**src/rtl/serdes_sync_fifo.sv**
```systemverilog
// Single-clock FIFO between core logic and the output serializer, with standard or FWFT read mode.
// Define SERDES_SYNC_FIFO_ERR_FLAGS_EN to build the sticky overflow/underflow flags.
module serdes_sync_fifo #(
    parameter int DATA_WIDTH = 8,
    parameter int DEPTH      = 8,
    parameter int AF_LEVEL   = 6,
    parameter int AE_LEVEL   = 2,
    parameter int FWFT       = 0
) (
    input  logic                    clk,
    input  logic                    reset,
    input  logic                    wr_en,
    input  logic [DATA_WIDTH-1:0]   wr_data,
    input  logic                    rd_en,
    output logic [DATA_WIDTH-1:0]   rd_data,
    output logic                    rd_valid,
    output logic                    full,
    output logic                    empty,
    output logic                    almost_full,
    output logic                    almost_empty,
    output logic [$clog2(DEPTH):0]  count,
    input  logic                    err_clr,
    output logic                    overflow,
    output logic                    underflow
);

    localparam int AW = $clog2(DEPTH);
    localparam int CW = AW + 1;

    logic [DATA_WIDTH-1:0] mem [DEPTH];

    logic [AW-1:0]         wr_ptr_q, wr_ptr_d;
    logic [AW-1:0]         rd_ptr_q, rd_ptr_d;
    logic [CW-1:0]         count_q, count_d;
    logic [DATA_WIDTH-1:0] rd_data_q, rd_data_d;
    logic                  rd_valid_q, rd_valid_d;
    logic                  rd_acc, wr_acc;

    // Status flags come from the registered count only.
    assign full         = (count_q == CW'(DEPTH));
    assign empty        = (count_q == '0);
    assign almost_full  = (count_q >= CW'(AF_LEVEL));
    assign almost_empty = (count_q <= CW'(AE_LEVEL));
    assign count        = count_q;

    always_comb begin
        rd_acc     = rd_en & ~empty;
        wr_acc     = wr_en & (~full | rd_acc);
        wr_ptr_d   = wr_ptr_q + AW'(wr_acc);
        rd_ptr_d   = rd_ptr_q + AW'(rd_acc);
        count_d    = count_q + CW'(wr_acc) - CW'(rd_acc);
        rd_data_d  = rd_data_q;
        rd_valid_d = 1'b0;
        if (rd_acc) begin
            rd_data_d  = mem[rd_ptr_q];
            rd_valid_d = 1'b1;
        end
    end

    always_ff @(posedge clk or posedge reset) begin
        if (reset) begin
            wr_ptr_q   <= '0;
            rd_ptr_q   <= '0;
            count_q    <= '0;
            rd_data_q  <= '0;
            rd_valid_q <= 1'b0;
        end else begin
            wr_ptr_q   <= wr_ptr_d;
            rd_ptr_q   <= rd_ptr_d;
            count_q    <= count_d;
            rd_data_q  <= rd_data_d;
            rd_valid_q <= rd_valid_d;
        end
    end

    // Storage is deliberately left out of reset.
    always_ff @(posedge clk) begin
        if (wr_acc) begin
            mem[wr_ptr_q] <= wr_data;
        end
    end

    // FWFT exposes the head entry directly so a pop costs no latency.
    assign rd_data  = (FWFT != 0) ? (empty ? '0 : mem[rd_ptr_q]) : rd_data_q;
    assign rd_valid = (FWFT != 0) ? ~empty : rd_valid_q;

`ifdef SERDES_SYNC_FIFO_ERR_FLAGS_EN
    logic overflow_q, overflow_d;
    logic underflow_q, underflow_d;

    // A new error in the same cycle as err_clr keeps the flag set.
    always_comb begin
        overflow_d  = (overflow_q & ~err_clr) | (wr_en & ~wr_acc);
        underflow_d = (underflow_q & ~err_clr) | (rd_en & empty);
    end

    always_ff @(posedge clk or posedge reset) begin
        if (reset) begin
            overflow_q  <= 1'b0;
            underflow_q <= 1'b0;
        end else begin
            overflow_q  <= overflow_d;
            underflow_q <= underflow_d;
        end
    end

    assign overflow  = overflow_q;
    assign underflow = underflow_q;
`else
    logic unused_err_clr;
    assign unused_err_clr = err_clr;
    assign overflow       = 1'b0;
    assign underflow      = 1'b0;
`endif

endmodule

```
**config.mk**
```make
export PLATFORM = sky130hd
export DESIGN_NAME = serdes_sync_fifo
export DESIGN_NICKNAME = d
export VERILOG_FILES = /design/src/rtl/serdes_sync_fifo.sv
export SDC_FILE = /design/constraint.sdc
export NUM_CORES = 1
export LEC_CHECK = 0
export BUFFER_PORTS_ARGS = -buffer_cell sky130_fd_sc_hd__buf_2
export CAP_MARGIN = 20
export CORE_ASPECT_RATIO = 1.5
export CORE_UTILIZATION = 63
export DETAILED_ROUTE_END_ITERATION = 10
export HOLD_SLACK_MARGIN = 0.06
export PLACE_DENSITY = 0.84
export SYNTH_ARGS = -nofsm -noshare
export SYNTH_HDL_FRONTEND = slang
export SYNTH_SLANG_ARGS = --single-unit
```
**constraint.sdc**
```tcl
create_clock -name clk -period 4.1 [get_ports clk]
set_input_delay 0 -clock clk [delete_from_list [all_inputs] [get_ports clk]]
set_output_delay 0 -clock clk [all_outputs]
set_load 0.01 [all_outputs]
```
==> impl_metrics.py <==
metrics = {
    "synthesis": {
        "synth_edf_count": 64,
        "synth-seq-cells": 83,
        "synth_top_cell_by_area": "edfxtp_1",
        "synth.distinct_cells": 35,
        "synth_warnings": 0,
        "yosysTopAreaCellShare_pct": 55.3,
        "synth_seq_area_share_pct": 68.9,
        "avgSynthCellArea_um2": 16.4,
        "syn-cell-area_um2": 3480,
        "ys.flop_type": "edfxtp_1",
        "ys_top_cells_by_area": "edfxtp_1, dfrtp_1, mux2i_1, mux2_1, ha_1",
        "syn_inst": 212,
        "async_reset_ff_share_pct": 22.9,
    },
    "pwr": {
        "p_leak_nw": 1.55,
        "power.net_switching_mw": 0.890,
        "p_per_area_nw_per_um2": 680,
        "comb_power_share_pct": 31.6,
        "clockPowerShare_pct": 22.1,
        "switching_share_pct": 33.1,
        "seqPwrFrac_pct": 46.2,
        "internal-power_mw": 1.80,
        "max-vdd-ir-drop_uv": 363,
    },
    "hold_path": {
        "holdPathStages": 4,
        "hold_path_class": "in2reg",
    },
    "clock_tree": {
        "clk_latency_ns": 0.34,
        "h-tree-depth": 3,
        "max-clock-path-buffers": 2,
        "postCtsHoldBufs": 10,
        "cts_tree": "yes",
        "clkTransAtPathRegs_ns": 0.08,
        "numClockSinks": 83,
        "cts_root_buf": "clkbuf_8",
        "cts_resized": 0,
        "postCtsSetupRepairBufs": 0,
        "cts_buffers": 9,
    },
    "sta": {
        "period_minus_slack_ns": 2.39,
        "rsz0062_at_grt": "no",
        "clock.fmax_mhz": 418,
        "setup_viol_count_final": 0,
        "min_period_over_period_pct": 58.4,
        "worst_slack_ns": 1.71,
        "fin_worst_skew_ns": 0.00921,
        "slew_violations": 0,
        "hold_violations": 0,
        "relSlewSlack_pct": 42.0,
        "fin_setup_tns_ns": 0,
        "worstMarginPinSlew_ns": 0.866,
    },
    "critical_path": {
        "crit_fanout": 9,
        "required_ns": 4.33,
        "end_kind": "flop",
        "arrival_ns": 2.62,
        "startpoint_type": "flop",
        "crit_type": "reg2reg",
        "worst_r2r_path_depth": 8,
    },
    "global_routing": {
        "gr-total-overflow": 0,
        "antenna_found_initial": 0,
        "grt_pass1_wl_um": 9410,
        "first_global_vias": 1912,
        "grt_max_degree": 21,
        "track_usage_pct": 22.9,
    },
    "placed_design": {
        "gp_congestion": 0.701,
        "dpl.hpwl_um": 3820,
        "place_area_um2": 3640,
        "post-place-ws_ns": 1.59,
        "io_buffers": 28,
    },
    "route": {
        "wl_um": 5950,
        "dr_total_vias": 1883,
        "dr.pass1.iters": 4,
        "postRouteAntennaNets": 0,
        "vias_per_cell": 5.72,
        "routedWlPerCell_um": 18.1,
        "drt_iter0_drc": 72,
        "drc": 0,
    },
    "floorplanning": {
        "chipWidth_um": 62.7,
        "initial_core_util_pct": 66.3,
        "io-pin-count": 32,
        "die_area_um2": 5830,
        "num_rows": 32,
        "die_h_um": 93.0,
        "core_area_um2": 5250,
    },
    "layout": {
        "diodes": 0,
        "final_util_pct": 75.3,
        "fin_nets": 280,
        "final_layout_size_suffix_gt1_share_pct": 23.0,
        "post-route-cell-area_um2": 3950,
        "area_growth_pct": 13.6,
    },
    "job": {
        "maxCapViolations": 0,
    },
    "run_status": {
        "status": "finished clean",
    },
}
metrics by stage:
stage	std cells	power [mW]	hold slack, ns
finish	329	2.69	0.209
global route	329	2.84	0.249
CTS	327	2.70	0.192
detailed placement	301	2.09	0.136
global placement	301	2.05	0.131
floorplan	213	1.89	-0.0489
cell usage after synthesis (2+ instances only):
library cell  count
o211ai_2          2
nor2b_1           2
o31ai_2           8
xor2_1            4
nor3_1            2
nand2_1           5
dfrtp_1          19
edfxtp_1         64
mux2_1           12
a22o_1            8
o22ai_1           8
mux2_2            4
mux2i_1          16
inv_1             9
clkbuf_1          2
nand2b_1          4
nor2_1            7
ha_1             10
buf_4             3
o21ai_0           8
routing by layer:
layer | vias up | part of all wire (%) | track usage (%)
met5 | - | 0 | 0
met4 | 0 | 2.4 | 13.0
met3 | 15 | 4.2 | 6.71
met2 | 60 | 51 | 38.2
met1 | 922 | 42 | 26.1
li1 | 886 | - | -
path summary, 6_finish.rpt:
kind / slack [ns] / endpoint / start
max: 1.71 / rd_ptr_q[2] / count[3]
min: 0.21 / rd_data[2] / rd_en
max reg2reg: 1.71 / rd_ptr_q[2] / count[3]
min reg2reg: 0.53 / rd_data[3] / rd_data[3]
max in group asynchronous: 3.34 / rd_data[6] / reset
min in group asynchronous: 0.31 / rd_ptr_q[0] / reset
power groups by stage:
stage               combinational (mW)  clock [mW]  sequential (mW)
global placement                 0.805           0             1.25
global route                     0.930       0.642             1.26
finish                           0.851       0.595             1.24
floorplan                        0.661           0             1.23
detailed placement               0.829           0             1.26
CTS                              0.852       0.606             1.24
flip-flops by register name, summed over array words and instances (netlist names):
| signal | flops |
|---|---|
| count | 4 |
| wr_ptr_q | 3 |
| mem | 64 |
| rd_data | 8 |
| rd_ptr_q | 3 |
| rd_valid | 1 |
worst max-delay path, cell delays in order (launching register included):
cell      delay [ns]
dfrtp_1         0.40
inv_1           0.13
ha_1            0.22
nor3b_1         0.39
nand2b_1        0.50
inv_1           0.11
ha_1            0.20
ha_1            0.18
xor2_1          0.14
layout make-up:
| class | instances | area [um2] |
|---|---|---|
| flip-flops and latches | 83 | 2400 |
| clock buffers | 12 | 155 |
| repair buffers | 42 | 265 |
| multi-input cells | 111 | 966 |
| fillers | 321 | 1290 |
| clock inverters | 4 | 48.8 |
| well taps | 68 | 85.1 |
| inverters | 9 | 33.8 |
placed cells by master (no fill, tap or decap):
cell type,n
nor2_1,7
bufinv_16,1
nand2_1,5
mux2i_1,16
inv_1,9
o22ai_1,8
mux2_1,12
xor2_1,4
clkbuf_8,11
nor3b_1,1
a21o_1,1
a32o_1,1
o211ai_2,2
o21ai_0,8
dfrtp_1,19
nor3_1,2
a21oi_1,1
clkbuf_1,1
conb_1,2
buf_4,2
fa_1,1
clkinv_1,1
or3b_1,1
buf_2,30
o211ai_1,1
o31ai_2,8
ha_1,10
clkinvlp_4,2
nand2b_1,4
mux2_2,4
o21a_1,1
dlygate4sd3_1,10
or3_1,1
a22o_1,8
edfxtp_1,64
nor2b_1,2
cell families (layout without fill, tap and decap cells):
logic type      Yosys count  count (layout)  share of synthesized area (%)
mux                      32              32                           9.78
simple gates             23              23                           3.31
flops                    83              83                           68.9
compound gates           39              39                           9.28
buf+inv                  19              67                           3.42
other cells               1               2                          0.108
xor+xnor                  4               4                           1.01
fa+ha+maj                11              11                           4.17
(Power assumes the default switching activity.)
